`src/rtl/of_eval_arbiter.sv`:
```
// Round-robin arbiter that shares one objective-function evaluator among N optimizer instances.
// Issues the selected point, waits for done or timeout, and returns fx with a one-cycle strobe.
module of_eval_arbiter #(
    parameter int unsigned N       = 4,
    parameter int unsigned pd      = 12,
    parameter int unsigned p       = 22,
    parameter int unsigned TIMEOUT = 255
) (
    input  logic                 clk,
    input  logic                 rst,
    input  logic [N-1:0]         req_i,
    input  logic [N*(pd+p)-1:0]  d0_i,
    input  logic [N*(pd+p)-1:0]  d1_i,
    input  logic [N*(pd+p)-1:0]  d2_i,
    output logic [N-1:0]         grant_o,
    output logic [3+p-1:0]       fx_o,
    output logic [N-1:0]         fx_valid_o,
    output logic                 timeout_o,
    output logic                 busy_o,
    output logic                 eval_start_o,
    output logic [pd+p-1:0]      eval_d0_o,
    output logic [pd+p-1:0]      eval_d1_o,
    output logic [pd+p-1:0]      eval_d2_o,
    input  logic                 eval_done_i,
    input  logic [3+p-1:0]       eval_fx_i,
    output logic [15:0]          eval_cnt_o
);

    localparam int unsigned W  = pd + p;
    localparam int unsigned SW = (N > 1) ? $clog2(N) : 1;
    localparam int unsigned CW = 16;

    localparam logic [1:0] IDLE   = 2'd0;
    localparam logic [1:0] ISSUE  = 2'd1;
    localparam logic [1:0] WAIT   = 2'd2;
    localparam logic [1:0] RETURN = 2'd3;

    logic [1:0]    state_q;
    logic [1:0]    state_d;
    logic [SW-1:0] ptr;
    logic [SW-1:0] sel;
    logic [SW-1:0] pick;
    logic [SW-1:0] scan;
    logic          found;
    logic [CW-1:0] tmo_cnt;
    logic          tmo_hit;

    assign tmo_hit = (tmo_cnt == CW'(TIMEOUT));

    // First requesting index at or above ptr, wrapping modulo N.
    always_comb begin
        pick  = ptr;
        found = 1'b0;
        scan  = '0;
        for (int unsigned i = 0; i < N; i++) begin
            scan = SW'((32'(ptr) + i) % N);
            if (!found && req_i[scan]) begin
                pick  = scan;
                found = 1'b1;
            end
        end
    end

    always_ff @(posedge clk) begin
        if (rst) state_q <= IDLE;
        else     state_q <= state_d;
    end

    always_comb begin
        state_d = state_q;
        case (state_q)
            IDLE:    if (|req_i) state_d = ISSUE;
            ISSUE:   state_d = WAIT;
            WAIT:    if (eval_done_i || tmo_hit) state_d = RETURN;
            RETURN:  state_d = IDLE;
            default: state_d = IDLE;
        endcase
    end

    // Datapath and registered outputs; done takes priority over a simultaneous timeout.
    always_ff @(posedge clk) begin
        if (rst) begin
            ptr          <= '0;
            sel          <= '0;
            tmo_cnt      <= '0;
            grant_o      <= '0;
            fx_o         <= '0;
            fx_valid_o   <= '0;
            timeout_o    <= 1'b0;
            busy_o       <= 1'b0;
            eval_start_o <= 1'b0;
            eval_d0_o    <= '0;
            eval_d1_o    <= '0;
            eval_d2_o    <= '0;
            eval_cnt_o   <= '0;
        end else begin
            busy_o       <= (state_d != IDLE);
            eval_start_o <= (state_d == ISSUE);
            fx_valid_o   <= '0;
            timeout_o    <= 1'b0;
            case (state_q)
                IDLE: begin
                    if (|req_i) begin
                        sel       <= pick;
                        grant_o   <= N'(1) << pick;
                        eval_d0_o <= d0_i[pick*W +: W];
                        eval_d1_o <= d1_i[pick*W +: W];
                        eval_d2_o <= d2_i[pick*W +: W];
                    end
                end
                ISSUE: tmo_cnt <= '0;
                WAIT: begin
                    if (eval_done_i) begin
                        fx_o       <= eval_fx_i;
                        fx_valid_o <= N'(1) << sel;
                        eval_cnt_o <= eval_cnt_o + CW'(1);
                    end else if (tmo_hit) begin
                        fx_o       <= '1;
                        timeout_o  <= 1'b1;
                        fx_valid_o <= N'(1) << sel;
                        eval_cnt_o <= eval_cnt_o + CW'(1);
                    end else begin
                        tmo_cnt <= tmo_cnt + CW'(1);
                    end
                end
                RETURN: begin
                    grant_o <= '0;
                    ptr     <= (32'(sel) == N - 1) ? '0 : sel + SW'(1);
                end
                default: ;
            endcase
        end
    end

endmodule

```
`config.mk`:
```
export PLATFORM = sky130hd
export DESIGN_NAME = of_eval_arbiter
export DESIGN_NICKNAME = d
export VERILOG_FILES = /design/src/rtl/of_eval_arbiter.sv
export SDC_FILE = /design/constraint.sdc
export NUM_CORES = 1
export LEC_CHECK = 0
export CORE_AREA = 2 2 231 233
export CTS_BUF_LIST = sky130_fd_sc_hd__clkbuf_8
export DETAILED_ROUTE_END_ITERATION = 10
export DIE_AREA = 0 0 233 235
export GPL_TIMING_DRIVEN = 0
export PLACE_DENSITY_LB_ADDON = 0.1
export SETUP_SLACK_MARGIN = 0.1
export SYNTH_ARGS = -nofsm -noshare
export SYNTH_HDL_FRONTEND = slang
export SYNTH_SLANG_ARGS = --single-unit
```
`constraint.sdc`:
```
create_clock -name clk -period 2.8 [get_ports clk]
set_input_delay 0.7 -clock clk [delete_from_list [all_inputs] [get_ports clk]]
set_output_delay 0.7 -clock clk [all_outputs]
set_load 0.02 [all_outputs]
```
==> impl_metrics.xml, run 1 <==
<?xml version="1.0" encoding="UTF-8"?>
<metrics>
  <group name="global_route">
    <metric name="grt_start_max_net_pins" unit="">21</metric>
    <metric name="grt_antenna_before_repair" unit="">6</metric>
    <metric name="via_count_of_the_first_global_routing_pass" unit="">10030</metric>
    <metric name="globalRouteTotalUtil" unit="">0.1784</metric>
    <metric name="grt_overflow" unit="">0</metric>
    <metric name="grt_first_pass_wirelength" unit="mm">70.83</metric>
  </group>
  <group name="synthesis">
    <metric name="cell_count_after_synthesis" unit="">838</metric>
    <metric name="ys.flop_type" unit="">sky130_fd_sc_hd__dfxtp_1</metric>
    <metric name="yosys_register_bits" unit="">176</metric>
    <metric name="synth_nets" unit="">1288</metric>
    <metric name="postSynthAreaPerCell" unit="um2">10.62</metric>
    <metric name="yosys.area.top_type" unit="">sky130_fd_sc_hd__dfxtp_1</metric>
    <metric name="post_synthesis_cell_area" unit="um2">8899</metric>
    <metric name="synth_edf_count" unit="">0</metric>
    <metric name="yosys_warnings" unit="">0</metric>
    <metric name="synth.yosys.seq_area_share" unit="">0.3960</metric>
    <metric name="synth_async_sr_flop_share" unit="">0</metric>
    <metric name="synth_top_area_frac" unit="">0.3960</metric>
    <metric name="synth_top_cells_by_area" unit="">sky130_fd_sc_hd__dfxtp_1 40%, sky130_fd_sc_hd__mux2_2 12%, sky130_fd_sc_hd__a221o_1 10%</metric>
    <metric name="netlist-cell-type-count" unit="">59</metric>
  </group>
  <group name="floorplanning">
    <metric name="coreArea" unit="um2">52240</metric>
    <metric name="dieArea" unit="um2">54760</metric>
    <metric name="die_height" unit="um">235</metric>
    <metric name="io_pins" unit="">594</metric>
    <metric name="rows" unit="">84</metric>
    <metric name="initial_utilization" unit="">0.1704</metric>
    <metric name="die_width" unit="um">233</metric>
  </group>
  <group name="finish">
    <metric name="syn_to_final_growth" unit="%">82.04</metric>
    <metric name="finalNonFillerCells" unit="">2155</metric>
    <metric name="finalNetCount" unit="">1902</metric>
    <metric name="layout-drive-gt1-share" unit="">0.1577</metric>
    <metric name="nFillCells" unit="">5413</metric>
    <metric name="final_core_utilization" unit="">0.3101</metric>
    <metric name="finalInstanceArea" unit="um2">16200</metric>
  </group>
  <group name="min_path">
    <metric name="worst_hold_path.endpoint" unit="">eval_d2_o[17]$_SDFFE_PP0P_</metric>
    <metric name="hold_path_class" unit="">reg2reg</metric>
    <metric name="start_point_of_the_worst_hold_path" unit="">eval_d2_o[17]$_SDFFE_PP0P_</metric>
    <metric name="worst_hold_stages" unit="">2</metric>
  </group>
  <group name="clocking">
    <metric name="path_clk_slew" unit="ns">0.12</metric>
    <metric name="clock-root-buffer" unit="">sky130_fd_sc_hd__clkbuf_8</metric>
    <metric name="cts_buffers" unit="">17</metric>
    <metric name="tritoncts" unit="">built</metric>
    <metric name="h_tree_levels" unit="">4</metric>
    <metric name="clock_insertion_delay_worst_skew" unit="ns">0.57</metric>
    <metric name="clk_sink_count" unit="">176</metric>
    <metric name="clock_tree.buffer_depth" unit="">2</metric>
  </group>
  <group name="place">
    <metric name="gpl.final_weighted_congestion" unit="">0.8091</metric>
    <metric name="place.detailed.hpwl" unit="mm">39.85</metric>
    <metric name="dp_cells" unit="">2116</metric>
    <metric name="dp_worst_setup_slack" unit="ns">-1.287</metric>
    <metric name="dpl_cell_area" unit="um2">15670</metric>
    <metric name="numPortBuffers" unit="">590</metric>
  </group>
  <group name="drt">
    <metric name="drt-wirelength-per-cell" unit="um">23.24</metric>
    <metric name="drt_iter0_drc" unit="">455</metric>
    <metric name="drt-pass1-iter-count" unit="">5</metric>
    <metric name="via_per_inst" unit="">4.497</metric>
    <metric name="drc_errors" unit="">0</metric>
    <metric name="antenna_violating_nets_post_route" unit="">0</metric>
    <metric name="wl" unit="mm">50.08</metric>
    <metric name="routed-via-count" unit="">9691</metric>
  </group>
  <group name="critical_path">
    <metric name="timing.critical_path.arrival" unit="ns">3.08</metric>
    <metric name="worstPathMaxFanout" unit="">10</metric>
    <metric name="worst_r2r_path_depth" unit="">8</metric>
    <metric name="required" unit="ns">3.27</metric>
    <metric name="worst-r2r-setup-slack" unit="ns">0.37</metric>
    <metric name="terminus_of_the_critical_flop_to_flop_path" unit="">eval_d2_o[14]$_SDFFE_PP0P_</metric>
    <metric name="startpoint_type" unit="">input pin</metric>
    <metric name="crit_path_end_kind" unit="">flip-flop</metric>
    <metric name="reg2reg_from" unit="">ptr[0]$_SDFFE_PP0P_</metric>
    <metric name="worst-setup-path-type" unit="">in2reg</metric>
  </group>
  <group name="sta">
    <metric name="clock_skew" unit="ns">0.02147</metric>
    <metric name="final.period_utilization" unit="">0.9328</metric>
    <metric name="unrepaired_setup_endpoints_after_global_routing" unit="">false</metric>
    <metric name="timing_max_transition_violations_final" unit="">0</metric>
    <metric name="setup_slack" unit="ns">0.1880</metric>
    <metric name="worst_max_slew_margin_expressed_relative_to_the_limit" unit="">0.5514</metric>
    <metric name="fmaxAchievable" unit="GHz">0.3829</metric>
    <metric name="tightest_slew" unit="ns">0.6706</metric>
    <metric name="final_setup_viols" unit="">0</metric>
    <metric name="fin_crit" unit="ns">2.612</metric>
    <metric name="hold_viol_final" unit="">0</metric>
  </group>
  <group name="power_and_ir_drop">
    <metric name="vdd_drop_max" unit="uV">322.5</metric>
    <metric name="post-layout-total-power" unit="W">0.01109</metric>
    <metric name="power.leakage" unit="nW">5.917</metric>
    <metric name="pwr_density" unit="nW/um2">684.4</metric>
  </group>
  <group name="outcome">
    <metric name="run_status" unit="">completed</metric>
  </group>
  <group name="run">
    <metric name="max_cap_violations" unit="">0</metric>
  </group>
</metrics>
## sequential cells by signal, indices dropped and copies added (netlist names)
signal	cells
eval_d0_o	34
eval_d1_o	34
eval_d2_o	34
fx_o	25
eval_cnt_o	16
tmo_cnt	16
fx_valid_o	4
grant_o	4
ptr	2
sel	2
state_q	2
busy_o	1
eval_start_o	1
timeout_o	1
## layer usage
layer,global-route usage,vias to the layer above,share of wire
met4,0.04671,4,0.014
met5,0,-,0.00050
li1,-,4611,-
met3,0.05243,33,0.066
met1,0.2093,4689,0.41
met2,0.3140,354,0.51
## worst max-delay path, cell delays in order
cell and delay [ns]:
sky130_fd_sc_hd__clkdlybuf4s50_1 0.42, sky130_fd_sc_hd__buf_2 0.19, sky130_fd_sc_hd__o41ai_4 0.56, sky130_fd_sc_hd__nor2_2 0.12, sky130_fd_sc_hd__o2111a_1 0.17, sky130_fd_sc_hd__buf_6 0.19
sky130_fd_sc_hd__buf_6 0.18, sky130_fd_sc_hd__a22o_1 0.26, sky130_fd_sc_hd__a221o_1 0.26
## power by group
part	internal (W)	switching (W)	total (W)
Clock	0.000778	0.00127	0.00205
Combinational	0.00275	0.00272	0.00547
Sequential	0.00317	0.000401	0.00357
## logic make-up (layout without fill, tap and decap cells)
logic type                 count (synthesis)  count (layout)  synth area share
AOI/OAI and AO/OA                        299             299            0.3005
xor gates and xnor gates                  13              13           0.01280
adders and majority gates                 10              10           0.01406
buffers and inverters                     98             725           0.05666
DFF                                      176             176            0.3960
muxes                                    116             116            0.1434
other                                      0               2                 0
and+or+nand+nor                          126             126           0.07663
## worst max-delay path by stage
stage / startpoint / endpoint / slack, ns / depth (start not counted)
4_1_cts: state_q[0]$_SDFF_PP0_ / eval_d0_o[9]$_SDFFE_PP0P_ / 0.12 / 9
3_5_place_dp: req_i[3] / eval_d1_o[1]$_SDFFE_PP0P_ / -1.29 / 8
6_report: req_i[3] / eval_d1_o[12]$_SDFFE_PP0P_ / 0.19 / 9
2_1_floorplan: req_i[0] / eval_d2_o[16]$_SDFFE_PP0P_ / 0.25 / 8
3_3_place_gp: req_i[3] / eval_d1_o[9]$_SDFFE_PP0P_ / -1.28 / 8
5_1_grt: req_i[3] / eval_d1_o[12]$_SDFFE_PP0P_ / 0.10 / 9
## what timing repair did
| action | in CTS | in global routing |
|---|---|---|
| setup buffers | 3 | 2 |
| setup endpoints to repair | 104 | 86 |
| resized for setup | 23 | 9 |
| pin swaps | 2 | 0 |
| hold buffers | 0 | 0 |
## cells in the final DEF, fill, tap and decap left out, types with 15 or more instances in the layout
cell                              instances
sky130_fd_sc_hd__nor2_1                  28
sky130_fd_sc_hd__o221a_2                 26
sky130_fd_sc_hd__clkbuf_1                21
sky130_fd_sc_hd__buf_2                   27
sky130_fd_sc_hd__clkdlybuf4s50_1        590
sky130_fd_sc_hd__clkbuf_8                17
sky130_fd_sc_hd__a221o_1                 91
sky130_fd_sc_hd__mux2i_1                 24
sky130_fd_sc_hd__a22o_1                  91
sky130_fd_sc_hd__nand3_1                 23
sky130_fd_sc_hd__a21oi_1                 25
sky130_fd_sc_hd__clkbuf_2                15
sky130_fd_sc_hd__mux2_2                  92
sky130_fd_sc_hd__dfxtp_1                176
## cells in the mapped netlist (all sizes together) (8+ instances only)
| cell type | n |
|---|---|
| mux2i | 24 |
| a221o | 91 |
| buf | 47 |
| o221a | 26 |
| and3 | 9 |
| nand3 | 23 |
| inv | 12 |
| a22o | 91 |
| o31ai | 8 |
| nand2 | 13 |
| o21ai | 10 |
| mux2 | 92 |
| o221ai | 11 |
| nor2 | 30 |
| clkbuf | 39 |
| a21oi | 26 |
| dfxtp | 176 |
| xor2 | 10 |
| ha | 10 |
## final cells by class
type | instances | area, um2 | area share
Tap cell | 688 | 860.8 | 0.05314
Antenna cell | 2 | 5.005 | 0.0003090
Timing Repair Buffer | 595 | 5943 | 0.3669
Multi-Input combinational cell | 564 | 4878 | 0.3012
Buffer | 86 | 499.2 | 0.03082
Sequential cell | 176 | 3523 | 0.2175
Inverter | 12 | 45.04 | 0.002781
Clock inverter | 15 | 210.2 | 0.01298
Clock buffer | 17 | 234.0 | 0.01444
## per-stage QoR
stage,hold slack (ns),setup TNS (ns)
6_report,0.5015,0
5_1_grt,0.5367,0
4_1_cts,0.5028,0
3_5_place_dp,0.4723,-119.56
3_3_place_gp,0.4666,-117.05
2_1_floorplan,0.4824,0
Power figures use the tool's default switching activity.
==> run 2, diff against run 1 <==
--- a/config.mk
+++ b/config.mk
@@ -11,6 +11,7 @@
 export DIE_AREA = 0 0 233 235
 export GPL_TIMING_DRIVEN = 0
 export PLACE_DENSITY_LB_ADDON = 0.1
+export REMOVE_ABC_BUFFERS = 1
 export SETUP_SLACK_MARGIN = 0.1
 export SYNTH_ARGS = -nofsm -noshare
 export SYNTH_HDL_FRONTEND = slang
==> run 2 against run 1 <==
Against the previous run:
- final area grew 0.66%
- non-clock buffer count shrank 57
- fmax shrank 0.11%
- clock power shrank 2%
- sequential share of layout area shrank 0.14 points
- count of clock-buffer cells in the layout grew 1
==> impl_metrics.xml, run 2 (synthesized netlist as in run 1, its figures left out) <==
<?xml version="1.0" encoding="UTF-8"?>
<metrics>
  <group name="outcome">
    <metric name="run_status" unit="">completed</metric>
  </group>
  <group name="power_and_ir_drop">
    <metric name="portion_of_total_power_attributed_to_combinational_logic" unit="">0.503</metric>
    <metric name="power.switching_fraction" unit="">0.3920</metric>
    <metric name="pwr_density" unit="nW/um2">686.9</metric>
    <metric name="net-switching-power" unit="W">0.004391</metric>
    <metric name="vdd_drop_max" unit="uV">319.8</metric>
    <metric name="power.sequential.fraction" unit="">0.317</metric>
    <metric name="internal_power" unit="W">0.006810</metric>
    <metric name="power.leakage" unit="nW">5.836</metric>
    <metric name="clock_power_share" unit="">0.180</metric>
  </group>
  <group name="drt">
    <metric name="antenna_violating_nets_post_route" unit="">0</metric>
    <metric name="drc_errors" unit="">0</metric>
    <metric name="wl" unit="mm">48.51</metric>
    <metric name="drt_iter0_drc" unit="">513</metric>
    <metric name="drt-pass1-iter-count" unit="">5</metric>
    <metric name="met3_wl" unit="mm">3.646</metric>
    <metric name="routed-via-count" unit="">9430</metric>
    <metric name="detail_route.wirelength.met1" unit="mm">19.93</metric>
    <metric name="via_per_inst" unit="">4.480</metric>
    <metric name="drt-wirelength-per-cell" unit="um">23.04</metric>
    <metric name="met2RoutedLength" unit="mm">24.37</metric>
    <metric name="top_layer" unit="">met5</metric>
  </group>
  <group name="floorplanning">
    <metric name="die_width" unit="um">233</metric>
    <metric name="dieArea" unit="um2">54760</metric>
    <metric name="rows" unit="">84</metric>
    <metric name="io_pins" unit="">594</metric>
    <metric name="initial_utilization" unit="">0.1704</metric>
    <metric name="die_height" unit="um">235</metric>
    <metric name="coreArea" unit="um2">52240</metric>
  </group>
  <group name="finish">
    <metric name="finalNetCount" unit="">1845</metric>
    <metric name="final_common_cell" unit="">sky130_fd_sc_hd__clkdlybuf4s50_1</metric>
    <metric name="finalNonFillerCells" unit="">2105</metric>
    <metric name="layout.cells.most_common_list" unit="">588 x sky130_fd_sc_hd__clkdlybuf4s50_1, 176 x sky130_fd_sc_hd__dfxtp_1, 92 x sky130_fd_sc_hd__mux2_2</metric>
    <metric name="reg.largest.list" unit="">eval_d0_o: 34 flops, eval_d1_o: 34 flops, eval_d2_o: 34 flops</metric>
    <metric name="nFillCells" unit="">5418</metric>
    <metric name="layout-drive-gt1-share" unit="">0.1442</metric>
    <metric name="final_core_utilization" unit="">0.3122</metric>
    <metric name="finalInstanceArea" unit="um2">16310</metric>
    <metric name="syn_to_final_growth" unit="%">83.25</metric>
  </group>
  <group name="critical_path">
    <metric name="timing.critical_path.arrival" unit="ns">3.08</metric>
    <metric name="crit_chain" unit="">dlygate4sd2_1 -&gt; nor2b_1 -&gt; nor2_1 -&gt; a2bb2oi_1 -&gt; a211oi_4 -&gt; buf_8 -&gt; buf_16 -&gt; buf_8 -&gt; buf_8 -&gt; buf_8 -&gt; a221o_1</metric>
    <metric name="worstPathMaxFanout" unit="">17</metric>
    <metric name="timing.critical_path.slowest_cell_delay" unit="ns">0.44</metric>
    <metric name="cp.buffers_inverters" unit="">6</metric>
    <metric name="worst_path_dominant_cell_family" unit="">buffers and inverters</metric>
    <metric name="cpMostUsedCell" unit="">sky130_fd_sc_hd__buf_8</metric>
    <metric name="critical-path-slowest-cell" unit="">sky130_fd_sc_hd__dlygate4sd2_1</metric>
    <metric name="worst-setup-path-type" unit="">in2reg</metric>
    <metric name="startpoint_type" unit="">input pin</metric>
    <metric name="crit_path_end_kind" unit="">flip-flop</metric>
    <metric name="required" unit="ns">3.26</metric>
  </group>
  <group name="global_route">
    <metric name="grt_start_max_net_pins" unit="">58</metric>
    <metric name="grt_overflow" unit="">0</metric>
    <metric name="globalRouteTotalUtil" unit="">0.1719</metric>
    <metric name="grt_antenna_before_repair" unit="">12</metric>
    <metric name="via_count_of_the_first_global_routing_pass" unit="">9280</metric>
    <metric name="grt_first_pass_wirelength" unit="mm">67.74</metric>
  </group>
  <group name="sta">
    <metric name="unrepaired_setup_endpoints_after_global_routing" unit="">false</metric>
    <metric name="final.period_utilization" unit="">0.9338</metric>
    <metric name="final_setup_viols" unit="">0</metric>
    <metric name="setup_slack" unit="ns">0.1853</metric>
    <metric name="worst_max_slew_margin_expressed_relative_to_the_limit" unit="">0.2881</metric>
    <metric name="clock_skew" unit="ns">0.01756</metric>
    <metric name="fmaxAchievable" unit="GHz">0.3824</metric>
    <metric name="timing_max_transition_violations_final" unit="">0</metric>
    <metric name="fin_crit" unit="ns">2.615</metric>
    <metric name="hold_viol_final" unit="">0</metric>
    <metric name="tightest_slew" unit="ns">1.065</metric>
  </group>
  <group name="place">
    <metric name="dp_worst_setup_slack" unit="ns">-1.368</metric>
    <metric name="numPortBuffers" unit="">593</metric>
    <metric name="dp_cells" unit="">2059</metric>
    <metric name="gpl.final_weighted_congestion" unit="">0.8019</metric>
    <metric name="place.detailed.hpwl" unit="mm">37.28</metric>
    <metric name="dpl_cell_area" unit="um2">15810</metric>
  </group>
  <group name="clocking">
    <metric name="clock-root-buffer" unit="">sky130_fd_sc_hd__clkbuf_8</metric>
    <metric name="h_tree_levels" unit="">4</metric>
    <metric name="cts-hold-fix-buffers" unit="">0</metric>
    <metric name="clock_insertion_delay_worst_skew" unit="ns">0.58</metric>
    <metric name="tritoncts" unit="">built</metric>
    <metric name="clk_sink_count" unit="">176</metric>
    <metric name="cts_buffers" unit="">17</metric>
    <metric name="clock_tree.buffer_depth" unit="">2</metric>
    <metric name="path_clk_slew" unit="ns">0.10</metric>
  </group>
  <group name="min_path">
    <metric name="hold_path_class" unit="">reg2reg</metric>
  </group>
  <group name="run">
    <metric name="max_cap_violations" unit="">0</metric>
  </group>
</metrics>
## run 2: cell count changes in the layout (fill, tap and decap cells not counted), moves of 7 or more
cell	before	now
sky130_fd_sc_hd__buf_16	0	10
sky130_fd_sc_hd__buf_6	13	0
sky130_fd_sc_hd__diode_2	2	9
sky130_fd_sc_hd__buf_2	27	0
sky130_fd_sc_hd__clkbuf_1	21	0
sky130_fd_sc_hd__buf_8	0	12
sky130_fd_sc_hd__clkbuf_2	15	0
## run 2: metal layers
metal,track usage,vias up
met4,0.05018,6
met3,0.05777,29
met5,0,-
met1,0.2035,4555
met2,0.2925,340
li1,-,4500
## run 2: tightest hold or removal path: stages, from the launching register on
cell and delay [ns]:
sky130_fd_sc_hd__dfxtp_1 0.32, sky130_fd_sc_hd__o2111ai_1 0.07, sky130_fd_sc_hd__o41ai_1 0.06
## run 2: what timing repair did
action	4_1_cts	5_1_grt
pin swaps	3	0
resized for setup	9	3
setup buffers	5	0
endpoints found under the setup margin	124	83
## run 2: per-stage QoR
| step | TNS (ns) | power (W) | hold WS [ns] |
|---|---|---|---|
| 6_report | 0 | 0.01120 | 0.4816 |
| 3_3_place_gp | -1344.04 | 0.008870 | 0.4622 |
| 4_1_cts | 0 | 0.01139 | 0.4873 |
| 2_1_floorplan | -423.67 | 0.006130 | 0.4763 |
| 5_1_grt | 0 | 0.01184 | 0.5137 |
| 3_5_place_dp | -138.75 | 0.009212 | 0.4717 |
## run 2: worst paths after layout
kind	cells past startpoint	from	slack, ns	to
max reg2reg	9	ptr[0]$_SDFFE_PP0P_	0.26	eval_d1_o[13]$_SDFFE_PP0P_
min reg2reg	2	grant_o[1]$_SDFFE_PP0P_	0.48	grant_o[1]$_SDFFE_PP0P_
min	2	grant_o[1]$_SDFFE_PP0P_	0.48	grant_o[1]$_SDFFE_PP0P_
max	11	req_i[2]	0.19	eval_d1_o[28]$_SDFFE_PP0P_
## run 2: cell type report
| class | count | area (um2) | share of cell area |
|---|---|---|---|
| well taps | 688 | 860.8 | 0.05279 |
| clock buffers | 18 | 247.7 | 0.01519 |
| flip-flops and latches | 176 | 3523 | 0.2161 |
| clock inverters | 14 | 161.4 | 0.009898 |
| diodes | 9 | 22.52 | 0.001381 |
| repair buffers | 624 | 6505 | 0.3989 |
| inverters | 12 | 45.04 | 0.002762 |
| multi-input cells | 564 | 4941 | 0.3030 |
## run 2: power by group through the flow
stage / Clock (W) / Combinational (W) / Sequential [W]
floorplan: 0 / 0.00180 / 0.00433
global placement: 0 / 0.00532 / 0.00355
detailed placement: 0 / 0.00561 / 0.00360
CTS: 0.00215 / 0.00569 / 0.00355
global route: 0.00223 / 0.00597 / 0.00364
finish: 0.00201 / 0.00563 / 0.00355
